**src/rtl/trees_stream_ctrl_pkg.sv**
```systemverilog
// Shared types and helpers for the tree-ensemble stream front-end.
// The controller walks a one-hot-free encoded state machine. It converts
// stream words into core write strobes and drains the prediction memory.
package trees_stream_ctrl_pkg;

    localparam int DEF_N_TREES          = 16;
    localparam int DEF_N_NODE_AND_LEAFS = 256;
    localparam int DEF_N_FEATURE        = 32;
    localparam int DEF_MAX_BURST        = 5000;

    // Derived quantities for the default core configuration.
    localparam int HALF_N_FEATURE = DEF_N_FEATURE / 2;
    localparam int TREE_WORDS     = DEF_N_TREES * DEF_N_NODE_AND_LEAFS;

    typedef enum logic [2:0] {
        S_IDLE  = 3'd0,
        S_TREES = 3'd1,
        S_FEAT  = 3'd2,
        S_START = 3'd3,
        S_WAIT  = 3'd4,
        S_DRAIN = 3'd5
    } state_e;

    // Number of 64-bit prediction words that hold n byte-wide predictions.
    function automatic int unsigned ceil_div8(input int unsigned n);
        return (n + 32'd7) >> 3;
    endfunction

endpackage

```
**src/rtl/trees_stream_ctrl_if.sv**
```systemverilog
// Upstream handshake bundle: command channel, input stream, output stream.
// The master side is the DMA/config wrapper; the slave side is the controller.
interface trees_stream_ctrl_if
    import trees_stream_ctrl_pkg::*;
#(
    parameter int BL_W = $clog2(DEF_MAX_BURST) + 1
);
    logic            cmd_valid;
    logic            cmd_ready;
    logic            cmd_trees;
    logic [BL_W-1:0] cmd_burst_len;

    logic            in_valid;
    logic            in_ready;
    logic [63:0]     in_data;

    logic            out_valid;
    logic            out_ready;
    logic [63:0]     out_data;

    modport master (
        output cmd_valid, cmd_trees, cmd_burst_len,
        input  cmd_ready,
        output in_valid, in_data,
        input  in_ready,
        input  out_valid, out_data,
        output out_ready
    );

    modport slave (
        input  cmd_valid, cmd_trees, cmd_burst_len,
        output cmd_ready,
        input  in_valid, in_data,
        output in_ready,
        output out_valid, out_data,
        input  out_ready
    );
endinterface

```
**src/rtl/trees_stream_ctrl.sv**
```systemverilog
// Front-end controller for the tree-ensemble ping-pong core.
// It turns the DMA input stream into tree-load or feature-load writes and
// pulses start. After done it streams the packed predictions back out.
module trees_stream_ctrl
    import trees_stream_ctrl_pkg::*;
#(
    parameter int N_TREES          = DEF_N_TREES,
    parameter int N_NODE_AND_LEAFS = DEF_N_NODE_AND_LEAFS,
    parameter int N_FEATURE        = DEF_N_FEATURE,
    parameter int MAX_BURST        = DEF_MAX_BURST,
    localparam int BL_W   = $clog2(MAX_BURST) + 1,
    localparam int NODE_W = $clog2(N_NODE_AND_LEAFS),
    localparam int TREE_W = $clog2(N_TREES),
    localparam int FA_W   = $clog2(MAX_BURST * N_FEATURE / 2)
)
(
    input  logic              clk,
    input  logic              rst_n,
    trees_stream_ctrl_if.slave bus,
    output logic              load_trees,
    output logic [NODE_W-1:0] n_node,
    output logic [TREE_W-1:0] n_tree,
    output logic [63:0]       tree_nodes,
    output logic              load_features,
    output logic [FA_W-1:0]   feature_addr,
    output logic [63:0]       features2,
    output logic [BL_W-1:0]   burst_len,
    output logic              start,
    input  logic [63:0]       prediction,
    output logic [BL_W-1:0]   prediction_addr,
    input  logic              done,
    output logic              busy,
    output logic              cmd_done
);

    localparam int HALF_NF = N_FEATURE / 2;
    // One extra bit so the full feature-word total of a maximal burst fits.
    localparam int FC_W    = FA_W + 1;

    localparam logic [NODE_W-1:0] NODE_LAST = NODE_W'(N_NODE_AND_LEAFS - 1);
    localparam logic [TREE_W-1:0] TREE_LAST = TREE_W'(N_TREES - 1);

    state_e            state_q;
    logic [NODE_W-1:0] node_cnt_q;
    logic [TREE_W-1:0] tree_cnt_q;
    logic [FC_W-1:0]   feat_cnt_q;
    logic [FC_W-1:0]   feat_total_q;
    logic [BL_W-1:0]   burst_len_q;
    logic [BL_W-1:0]   prediction_addr_q;
    logic              load_trees_q;
    logic [NODE_W-1:0] n_node_q;
    logic [TREE_W-1:0] n_tree_q;
    logic [63:0]       tree_nodes_q;
    logic              load_features_q;
    logic [FA_W-1:0]   feature_addr_q;
    logic [63:0]       features2_q;
    logic              start_q;
    logic              out_valid_q;
    logic [63:0]       out_data_q;
    logic              cmd_done_q;

    logic [BL_W-1:0]   clamp_len_s;
    logic [FC_W-1:0]   feat_total_s;
    logic [BL_W-1:0]   out_last_s;

    // Clamp the requested burst length and derive the feature-word total.
    always_comb begin
        clamp_len_s = bus.cmd_burst_len;
        if (bus.cmd_burst_len > BL_W'(MAX_BURST)) begin
            clamp_len_s = BL_W'(MAX_BURST);
        end else begin
            clamp_len_s = bus.cmd_burst_len;
        end
        feat_total_s = FC_W'(int'(clamp_len_s) * HALF_NF);
        out_last_s   = BL_W'(ceil_div8(32'(burst_len_q)) - 32'd1);
    end

    // Main FSM: state, counters and every registered output toward core and DMA.
    always_ff @(posedge clk or negedge rst_n) begin
        if (!rst_n) begin
            state_q           <= S_IDLE;
            node_cnt_q        <= '0;
            tree_cnt_q        <= '0;
            feat_cnt_q        <= '0;
            feat_total_q      <= '0;
            burst_len_q       <= '0;
            prediction_addr_q <= '0;
            load_trees_q      <= 1'b0;
            n_node_q          <= '0;
            n_tree_q          <= '0;
            tree_nodes_q      <= 64'd0;
            load_features_q   <= 1'b0;
            feature_addr_q    <= '0;
            features2_q       <= 64'd0;
            start_q           <= 1'b0;
            out_valid_q       <= 1'b0;
            out_data_q        <= 64'd0;
            cmd_done_q        <= 1'b0;
        end else begin
            // Strobes are single-cycle unless re-asserted below.
            load_trees_q    <= 1'b0;
            load_features_q <= 1'b0;
            start_q         <= 1'b0;
            cmd_done_q      <= 1'b0;
            case (state_q)
                S_IDLE: begin
                    if (bus.cmd_valid) begin
                        node_cnt_q        <= '0;
                        tree_cnt_q        <= '0;
                        feat_cnt_q        <= '0;
                        prediction_addr_q <= '0;
                        if (bus.cmd_trees) begin
                            state_q <= S_TREES;
                        end else begin
                            burst_len_q  <= clamp_len_s;
                            feat_total_q <= feat_total_s;
                            // An empty burst has nothing to load or run.
                            if (clamp_len_s == '0) begin
                                cmd_done_q <= 1'b1;
                                state_q    <= S_IDLE;
                            end else begin
                                state_q <= S_FEAT;
                            end
                        end
                    end
                end
                S_TREES: begin
                    if (bus.in_valid) begin
                        load_trees_q <= 1'b1;
                        tree_nodes_q <= bus.in_data;
                        n_node_q     <= node_cnt_q;
                        n_tree_q     <= tree_cnt_q;
                        if (node_cnt_q == NODE_LAST) begin
                            node_cnt_q <= '0;
                            if (tree_cnt_q == TREE_LAST) begin
                                tree_cnt_q <= '0;
                                cmd_done_q <= 1'b1;
                                state_q    <= S_IDLE;
                            end else begin
                                tree_cnt_q <= tree_cnt_q + TREE_W'(1);
                            end
                        end else begin
                            node_cnt_q <= node_cnt_q + NODE_W'(1);
                        end
                    end
                end
                S_FEAT: begin
                    if (bus.in_valid) begin
                        load_features_q <= 1'b1;
                        features2_q     <= bus.in_data;
                        feature_addr_q  <= feat_cnt_q[FA_W-1:0];
                        feat_cnt_q      <= feat_cnt_q + FC_W'(1);
                        if (feat_cnt_q == (feat_total_q - FC_W'(1))) begin
                            state_q <= S_START;
                        end
                    end
                end
                S_START: begin
                    // The final feature write landed on the previous cycle.
                    start_q <= 1'b1;
                    state_q <= S_WAIT;
                end
                S_WAIT: begin
                    if (done) begin
                        prediction_addr_q <= '0;
                        out_valid_q       <= 1'b0;
                        state_q           <= S_DRAIN;
                    end
                end
                S_DRAIN: begin
                    if (!out_valid_q) begin
                        // Capture the combinational read of the current address.
                        out_valid_q <= 1'b1;
                        out_data_q  <= prediction;
                    end else if (bus.out_ready) begin
                        out_valid_q <= 1'b0;
                        if (prediction_addr_q == out_last_s) begin
                            cmd_done_q <= 1'b1;
                            state_q    <= S_IDLE;
                        end else begin
                            prediction_addr_q <= prediction_addr_q + BL_W'(1);
                        end
                    end
                end
                default: begin
                    state_q <= S_IDLE;
                end
            endcase
        end
    end

    assign bus.cmd_ready = (state_q == S_IDLE);
    assign bus.in_ready  = (state_q == S_TREES) || (state_q == S_FEAT);
    assign bus.out_valid = out_valid_q;
    assign bus.out_data  = out_data_q;
    assign busy          = (state_q != S_IDLE);

    assign load_trees      = load_trees_q;
    assign n_node          = n_node_q;
    assign n_tree          = n_tree_q;
    assign tree_nodes      = tree_nodes_q;
    assign load_features   = load_features_q;
    assign feature_addr    = feature_addr_q;
    assign features2       = features2_q;
    assign burst_len       = burst_len_q;
    assign start           = start_q;
    assign prediction_addr = prediction_addr_q;
    assign cmd_done        = cmd_done_q;

endmodule
```
**src/flat_wrapper.sv**
```systemverilog
// flat-port wrapper written by rule: the top's interface ports become plain ports
module trees_stream_ctrl_flat import trees_stream_ctrl_pkg::*;
#(
    parameter int N_TREES          = DEF_N_TREES,
    parameter int N_NODE_AND_LEAFS = DEF_N_NODE_AND_LEAFS,
    parameter int N_FEATURE        = DEF_N_FEATURE,
    parameter int MAX_BURST        = DEF_MAX_BURST,
    localparam int BL_W   = $clog2(MAX_BURST) + 1,
    localparam int NODE_W = $clog2(N_NODE_AND_LEAFS),
    localparam int TREE_W = $clog2(N_TREES),
    localparam int FA_W   = $clog2(MAX_BURST * N_FEATURE / 2)
)
  (clk, rst_n, load_trees, n_node, n_tree, tree_nodes, load_features, feature_addr, features2, burst_len, start, prediction, prediction_addr, done, busy, cmd_done, bus_cmd_valid, bus_cmd_trees, bus_cmd_burst_len, bus_cmd_ready, bus_in_valid, bus_in_data, bus_in_ready, bus_out_valid, bus_out_data, bus_out_ready);
  trees_stream_ctrl_if bus_i ();
  input  logic clk;
  input  logic rst_n;
  output logic load_trees;
  output logic [NODE_W-1:0] n_node;
  output logic [TREE_W-1:0] n_tree;
  output logic [63:0] tree_nodes;
  output logic load_features;
  output logic [FA_W-1:0] feature_addr;
  output logic [63:0] features2;
  output logic [BL_W-1:0] burst_len;
  output logic start;
  input  logic [63:0] prediction;
  output logic [BL_W-1:0] prediction_addr;
  input  logic done;
  output logic busy;
  output logic cmd_done;
  input wire logic [$bits(bus_i.cmd_valid)-1:0] bus_cmd_valid;
  input wire logic [$bits(bus_i.cmd_trees)-1:0] bus_cmd_trees;
  input wire logic [$bits(bus_i.cmd_burst_len)-1:0] bus_cmd_burst_len;
  output wire logic [$bits(bus_i.cmd_ready)-1:0] bus_cmd_ready;
  input wire logic [$bits(bus_i.in_valid)-1:0] bus_in_valid;
  input wire logic [$bits(bus_i.in_data)-1:0] bus_in_data;
  output wire logic [$bits(bus_i.in_ready)-1:0] bus_in_ready;
  output wire logic [$bits(bus_i.out_valid)-1:0] bus_out_valid;
  output wire logic [$bits(bus_i.out_data)-1:0] bus_out_data;
  input wire logic [$bits(bus_i.out_ready)-1:0] bus_out_ready;
  assign bus_i.cmd_valid = bus_cmd_valid;
  assign bus_i.cmd_trees = bus_cmd_trees;
  assign bus_i.cmd_burst_len = bus_cmd_burst_len;
  assign bus_cmd_ready = bus_i.cmd_ready;
  assign bus_i.in_valid = bus_in_valid;
  assign bus_i.in_data = bus_in_data;
  assign bus_in_ready = bus_i.in_ready;
  assign bus_out_valid = bus_i.out_valid;
  assign bus_out_data = bus_i.out_data;
  assign bus_i.out_ready = bus_out_ready;
  trees_stream_ctrl #(.N_TREES(N_TREES), .N_NODE_AND_LEAFS(N_NODE_AND_LEAFS), .N_FEATURE(N_FEATURE), .MAX_BURST(MAX_BURST)) u_core (.clk(clk), .rst_n(rst_n), .bus(bus_i), .load_trees(load_trees), .n_node(n_node), .n_tree(n_tree), .tree_nodes(tree_nodes), .load_features(load_features), .feature_addr(feature_addr), .features2(features2), .burst_len(burst_len), .start(start), .prediction(prediction), .prediction_addr(prediction_addr), .done(done), .busy(busy), .cmd_done(cmd_done));
endmodule
```
**config.mk**
```make
export PLATFORM = sky130hd
export DESIGN_NAME = trees_stream_ctrl_flat
export DESIGN_NICKNAME = d
export VERILOG_FILES = /design/src/rtl/trees_stream_ctrl_pkg.sv /design/src/rtl/trees_stream_ctrl_if.sv /design/src/rtl/trees_stream_ctrl.sv /design/src/flat_wrapper.sv
export SDC_FILE = /design/constraint.sdc
export NUM_CORES = 1
export LEC_CHECK = 0
export BUFFER_PORTS_ARGS = -buffer_cell sky130_fd_sc_hd__clkbuf_2
export CAP_MARGIN = 40
export CELL_PAD_IN_SITES_DETAIL_PLACEMENT = 0
export CELL_PAD_IN_SITES_GLOBAL_PLACEMENT = 1
export CORE_ASPECT_RATIO = 2
export CORE_UTILIZATION = 42
export DETAILED_ROUTE_END_ITERATION = 8
export PLACE_DENSITY = 0.91
export SYNTH_ARGS = -nofsm -noshare
export SYNTH_HDL_FRONTEND = slang
export SYNTH_SLANG_ARGS = --single-unit
```
**constraint.sdc**
```tcl
create_clock -name clk -period 6.15 [get_ports clk]
set_input_delay 0.3075 -clock clk [delete_from_list [all_inputs] [get_ports clk]]
set_output_delay 0.3075 -clock clk [all_outputs]
set_load 0.02 [all_outputs]
```
==> flow_metrics.env, run 1 <==
export IMPL_skew_ps=25.1
export IMPL_fmax_ghz=0.250
export IMPL_synth_most_common_cell="nand2_1"
export IMPL_power_density_nw_per_um2=498
export IMPL_setup_viol=0
export IMPL_crit_top_cell="ha_1"
export IMPL_core_region_area_um2=30200
export IMPL_tns_ps=0
export IMPL_rr_startpoint="u_core.burst_len[0]$_DFFE_PN0P_"
export IMPL_pin_count=406
export IMPL_portBuffers=405
export IMPL_cts_setup_buffers=0
export IMPL_die_h_um=250
export IMPL_htree_levels=1
export IMPL_slowest_delay_ps=560
export IMPL_min_period_ps=4000
export IMPL_first_global_vias=11700
export IMPL_drt_wl_total_um=41000
export IMPL_cts_root_buf="clkbuf_16"
export IMPL_syn2layout_area_growth_pct=35.1
export IMPL_path_clk_slew_ps=70
export IMPL_ys_warn_count=0
export IMPL_synth_flop_cell="dfrtp_1"
export IMPL_setup_slack_ps=2150
export IMPL_slowest_stage="or4_4"
export IMPL_crit_arrival_ps=4440
export IMPL_hp_class="primary input to register"
export IMPL_grtUsageTotal=0.261
export IMPL_status="finished clean"
export IMPL_first_iter_violations=608
export IMPL_place_hpwl_um=28000
export IMPL_route_detailed_drc=0
export IMPL_min_from="bus_in_data[44]"
export IMPL_maxSlewViolCount=0
export IMPL_drt_pass1_iter_count=5
export IMPL_yosys_area_top_type_share=0.556
export IMPL_drv_cap=0
export IMPL_clock_latency_ps=550
export IMPL_place_ws_ps=2160
export IMPL_end_kind="register"
export IMPL_syn_area_um2=12900
export IMPL_drive_above_1_share=0.362
export IMPL_synthArstFlopShare=1.00
export IMPL_syn_nets=1358
export IMPL_tightestPinTransition_ps=900
export IMPL_startpoint_type="register"
export IMPL_grt_max_degree=148
export IMPL_path_class="register to register"
export IMPL_vdd_drop_max_mv=0.334
export IMPL_synth_area_leaders="dfrtp_1 (56%), mux2_2 (12%), nand2_1 (8.8%), xnor2_1 (2.0%), o21ai_0 (1.9%)"
export IMPL_hold_viol=0
export IMPL_grt_overflow=0
export IMPL_fin_nets=1865
export IMPL_via_per_inst=5.29
export IMPL_power_leakage_nw=8.62
export IMPL_rsz0062_at_grt="no"
export IMPL_grt_pass1_wl_um=64100
export IMPL_yosys_area_top_type="dfrtp_1"
export IMPL_antenna_found_initial=1
export IMPL_cts_sinks=287
export IMPL_cpLargestDelayFamily="simple AND/OR/NAND/NOR gates"
export IMPL_fin_util=0.579
export IMPL_cp_data_required_time_ps=6590
export IMPL_cts_resized=0
export IMPL_path_buf_inv=1
export IMPL_startpoint="u_core.burst_len[0]$_DFFE_PN0P_"
export IMPL_avgSynthCellArea_um2=10.7
export IMPL_synth_edf_count=0
export IMPL_synth_seq_cells=287
export IMPL_routedWlPerCell_um=19.5
export IMPL_row_count=90
export IMPL_synth_cells=1203
export IMPL_cts_buffers=27
export IMPL_final_area_um2=17500
export IMPL_ys_types=82
export IMPL_initial_core_util=0.428
export IMPL_gp_congestion=0.881
export IMPL_dieArea_um2=31500
export IMPL_vias=11100
export IMPL_cp_max_fo=15
export IMPL_clockBufferDepth=3
export IMPL_crit_chain="inv_1, ha_1, nand2b_1, nand2_1, xor2_1, ha_1, and2_1, nor4bb_1, or4_4, a2111oi_4, nand3_2, nor4_4, a31o_4, nor3_1, o22a_1"
export IMPL_final_antenna_net_count=0
export IMPL_ys_seq_area_frac=0.556
export IMPL_postPlaceCellArea_um2=15300
export IMPL_cts_tree="done"
export IMPL_fp_dieW_um=126
export IMPL_netlist_top_cells_count="nand2_1 (304), dfrtp_1 (287), mux2_2 (143)"
export IMPL_slew_headroom=0.400
export IMPL_period_share=0.651
## placed cells by master, fill, tap and decap left out, types with 12 or more instances in the layout
master	synthesis	routed
dfrtp_1	287	287
nand3_1	39	38
o22a_1	12	12
inv_1	17	17
clkbuf_2	1	404
dlygate4sd3_1	0	129
xnor2_1	29	29
mux2_2	143	143
nor3_1	21	21
nor2_1	41	40
a21oi_1	18	18
o21ai_0	50	50
nand2_1	304	304
and3_1	18	17
xor2_1	22	22
clkbuf_16	0	27
## registers in the layout, indices dropped and copies added, names as in the netlist, 4 cells and up
register / flops
u_core.features2: 64
u_core.tree_nodes: 64
u_core.n_tree: 4
u_core.tree_cnt_q: 4
u_core.prediction_addr: 14
u_core.burst_len: 14
u_core.feature_addr: 17
u_core.node_cnt_q: 8
u_core.bus.out_data: 64
u_core.feat_cnt_q: 18
u_core.n_node: 8
## worst register-to-register path, cell delays in order (launching register included)
cell and delay, ps:
dfrtp_1 530, inv_1 100, ha_1 310, nand2b_1 180, nand2_1 80, xor2_1 160
ha_1 320, and2_1 210, nor4bb_1 120, or4_4 560, a2111oi_4 230, nand3_2 150
nor4_4 300, a31o_4 340, nor3_1 80, o22a_1 220
## through the flow
step	std cells	hold WS (ps)	total power, W
2_1_floorplan	1203	11.9	0.00563
3_5_place_dp	1920	296	0.00694
6_report	2100	27.7	0.00870
4_1_cts	2099	4.22	0.00871
3_3_place_gp	1916	287	0.00683
5_1_grt	2100	20.8	0.00917
## power breakdown
part | internal (W) | switching [W]
clock | 0.000916 | 0.000750
sequential | 0.00261 | 0.000585
combinational | 0.00150 | 0.00234
total | 0.00503 | 0.00367
## kinds of logic after synthesis
family                   count (synthesis)  share of synthesized area
buffers and inverters                   85                     0.0292
AO/OA/AOI/OAI                          135                     0.0725
XOR/XNOR                                52                     0.0363
multiplexers                           146                      0.127
flip-flops                             287                      0.556
adder cells (fa/ha/maj)                  6                    0.00581
AND/OR/NAND/NOR                        492                      0.174
## metal layers
metal | routed length, µm | track usage | part of all wire
met5 | 0 | 0 | 0
met4 | 2550 | 0.160 | 0.062
met3 | 2240 | 0.0498 | 0.055
met2 | 21900 | 0.469 | 0.53
met1 | 14300 | 0.278 | 0.35
## cell type report
class,count,area [µm²]
Inverter,18,67.6
Antenna cell,1,2.50
Multi-Input combinational cell,831,5390
Fill cell,2517,12700
Clock inverter,8,62.6
Sequential cell,287,7180
Clock buffer,42,812
Tap cell,368,460
Timing Repair Buffer,545,3480
## final timing paths
check | end | slack (ps) | cells past startpoint
min in group asynchronous | u_core.tree_nodes[55]$_DFFE_PN0P_ | 330 | 2
worst min-delay path | u_core.features2[44]$_DFFE_PN0P_ | 30 | 3
worst max register to register | u_core.prediction_addr[8]$_DFFE_PN0P_ | 2150 | 15
worst max-delay path | u_core.prediction_addr[8]$_DFFE_PN0P_ | 2150 | 15
max in group asynchronous | u_core.state_q[2]$_DFFE_PN0P_ | 4560 | 3
worst min register to register | u_core.features2[15]$_DFFE_PN0P_ | 470 | 2
## what timing repair did
| item | CTS | global route |
|---|---|---|
| setup endpoints to repair | 0 | 0 |
| hold endpoints to repair | 218 | 0 |
| hold buffers | 129 | 0 |
Power figures use the tool's default switching activity.
==> inputs of run 2 (changes only) <==
- ABC_AREA: not set -> 1
- CORE_UTILIZATION: 42 -> 38
- PLACE_DENSITY: 0.91 -> 0.86
- clock period: 6.15 -> 4.1 ns (I/O delays scaled with it)
==> run 2 against run 1 <==
Against the previous run:
- clock-buffer cell count down 5
- final area up 2.4%
- worst setup slack worse by 1300 ps
- sequential power up 45%
- critical path depth up 6
- first-iteration DRC count down 21%
- combinational power up 53%
- clock skew down 1.1 ps
- synthesized cell count up 22%
- via count up 7.2%
- flip-flop and latch count unchanged
- critical path type unchanged
==> flow_metrics.env, run 2 <==
export IMPL_status="finished clean"
export IMPL_power_leakage_nw=9.14
export IMPL_cts_sinks=287
export IMPL_htree_levels=1
export IMPL_cts_tree="done"
export IMPL_pin_count=406
export IMPL_fmax_ghz=0.310
export IMPL_clock_latency_ps=570
export IMPL_ys_warn_count=0
export IMPL_end_kind="register"
export IMPL_power_w=0.0131
export IMPL_synthArstFlopShare=1.00
export IMPL_cts_root_buf="clkbuf_16"
export IMPL_yosys_area_top_type="dfrtp_1"
export IMPL_hold_buffers=143
export IMPL_routedWlPerCell_um=16.1
export IMPL_die_h_um=264
export IMPL_via_per_inst=4.85
export IMPL_clockBufferDepth=3
export IMPL_row_count=95
export IMPL_cp_max_fo=15
export IMPL_syn_area_um2=13100
export IMPL_avgSynthCellArea_um2=8.92
export IMPL_drt_pass1_iter_count=5
export IMPL_synth_cells=1465
export IMPL_grtUsageTotal=0.226
export IMPL_fp_dieW_um=133
export IMPL_grt_overflow=0
export IMPL_synth_edf_count=0
export IMPL_initial_core_util=0.387
export IMPL_period_share=0.788
export IMPL_vias=11900
export IMPL_reg2reg_depth=21
export IMPL_tightestPinTransition_ps=885
export IMPL_grt_max_degree=115
export IMPL_crit_cells=21
export IMPL_synth_most_common_cell="nand2_1"
export IMPL_setup_viol=0
export IMPL_cts_resized=0
export IMPL_final_cell_mix="clkbuf_2 (404), nand2_1 (356), dfrtp_1 (287)"
export IMPL_hp_class="primary input to register"
export IMPL_synth_flop_cell="dfrtp_1"
export IMPL_postPlaceCellArea_um2=15600
export IMPL_dp_cells=2266
export IMPL_vdd_drop_max_mv=0.409
export IMPL_slowest_delay_ps=400
export IMPL_slowest_stage="dfrtp_1"
export IMPL_holdPathStages=4
export IMPL_cts_buffers=26
export IMPL_rsz0062_at_grt="no"
export IMPL_crit_chain="inv_1, ha_1, nand2_2, nand2_1, nand2_1, nand2_1, ha_1, nand3_1, nor2_1, nand2_1, nor2_2, nand3_2, xor2_1, inv_1, nor2_1, nand2_2, nand2_4, nand2_4, nand2_4, nand2_1, nand2_1"
export IMPL_place_ws_ps=913
export IMPL_syn2layout_area_growth_pct=36.8
export IMPL_cts_setup_buffers=0
export IMPL_first_global_vias=12500
export IMPL_final_area_um2=17900
export IMPL_path_class="register to register"
export IMPL_fin_cells=2456
export IMPL_drive_above_1_share=0.283
export IMPL_crit_arrival_ps=3720
export IMPL_route_detailed_drc=0
export IMPL_min_period_ps=3230
export IMPL_yosys_area_top_type_share=0.549
export IMPL_final_common_cell="clkbuf_2"
export IMPL_gp_congestion=0.911
export IMPL_fin_nets=2156
export IMPL_power_density_nw_per_um2=731
export IMPL_synth_area_leaders="dfrtp_1 (55%), nand2_1 (10%), o21ai_0 (7.2%), mux2_2 (5.5%), inv_1 (4.8%)"
export IMPL_grt_pass1_wl_um=63500
export IMPL_syn_nets=1620
export IMPL_cp_data_required_time_ps=4590
export IMPL_drv_cap=0
export IMPL_antenna_found_initial=1
export IMPL_nFillCells=3075
export IMPL_netlist_top_cells_count="nand2_1 (357), dfrtp_1 (287), o21ai_0 (187)"
export IMPL_maxSlewViolCount=0
export IMPL_tns_ps=0
export IMPL_place_hpwl_um=28700
export IMPL_drt_wl_total_um=39500
export IMPL_cpLargestDelayFamily="simple AND/OR/NAND/NOR gates"
export IMPL_first_iter_violations=480
export IMPL_crit_top_cell="nand2_1"
export IMPL_path_clk_slew_ps=70
export IMPL_core_region_area_um2=33800
export IMPL_startpoint_type="register"
export IMPL_ys_types=43
export IMPL_ys_seq_area_frac=0.549
export IMPL_dieArea_um2=35200
export IMPL_skew_ps=24.0
export IMPL_synth_seq_cells=287
export IMPL_final_antenna_net_count=0
export IMPL_path_buf_inv=2
export IMPL_setup_slack_ps=869
export IMPL_hold_viol=0
export IMPL_portBuffers=405
export IMPL_slew_headroom=0.410
run 2: changes by cell type after synthesis, moves of 12 or more:
cell and change:
mux2_2 -79, inv_1 +150, xnor2_1 -21, o21ai_0 +137, nand3_1 +35, nand2_1 +53
nand4_1 +12, nor2_1 +43, o22a_1 -12, and3_1 -18
run 2: worst min-delay path, stage by stage:
cell,delay (ps)
clkbuf_2,80
inv_1,30
o21ai_0,130
o21ai_0,90
run 2: area by class of cell:
cell class                      instances  area (µm²)  area share
Tap cell                              436         546      0.0305
Clock buffer                           37         782      0.0437
Antenna cell                            1        2.50    0.000140
Inverter                              177         671      0.0375
Timing Repair Buffer                  561        3590       0.201
Multi-Input combinational cell        948        5000       0.279
Clock inverter                          9         109     0.00609
Sequential cell                       287        7180       0.402
run 2: logic make-up after synthesis:
logic type               share of synthesized area
XOR/XNOR                                    0.0235
multiplexers                                0.0551
buffers and inverters                       0.0684
adder cells (fa/ha/maj)                    0.00574
AND/OR/NAND/NOR                              0.201
flip-flops                                   0.549
AO/OA/AOI/OAI                               0.0964
run 2: path summary, 6_finish.rpt:
kind,end,slack [ps],from
worst max-delay path,u_core.prediction_addr[1]$_DFFE_PN0P_,870,u_core.burst_len[0]$_DFFE_PN0P_
worst min-delay path,u_core.bus.out_valid$_DFFE_PN0P_,30,done
worst max register to register,u_core.prediction_addr[1]$_DFFE_PN0P_,870,u_core.burst_len[0]$_DFFE_PN0P_
worst min register to register,u_core.feature_addr[5]$_DFFE_PN0P_,470,u_core.feature_addr[5]$_DFFE_PN0P_
max in group asynchronous,u_core.feat_cnt_q[7]$_DFFE_PN0P_,2650,rst_n
min in group asynchronous,u_core.bus.out_data[34]$_DFFE_PN0P_,310,rst_n
run 2: per-stage QoR:
step           hold slack [ps]   util
2_1_floorplan            -90.6      -
3_3_place_gp               343  0.460
3_5_place_dp               355  0.461
4_1_cts                  0.269  0.530
5_1_grt                    138  0.530
6_report                  32.7  0.530
run 2: power breakdown:
group | internal (W) | total, W | switching [W]
sequential | 0.00391 | 0.00464 | 0.000730
clock | 0.00145 | 0.00255 | 0.00110
combinational | 0.00196 | 0.00587 | 0.00391
total | 0.00732 | 0.0131 | 0.00574
run 2: metal layers:
metal / up-vias / share of wire / track usage
met4: 0 / 0.056 / 0.127
met5: - / 0 / 0
met2: 422 / 0.54 / 0.434
li1: 5799 / - / -
met3: 103 / 0.054 / 0.0363
met1: 5589 / 0.35 / 0.227
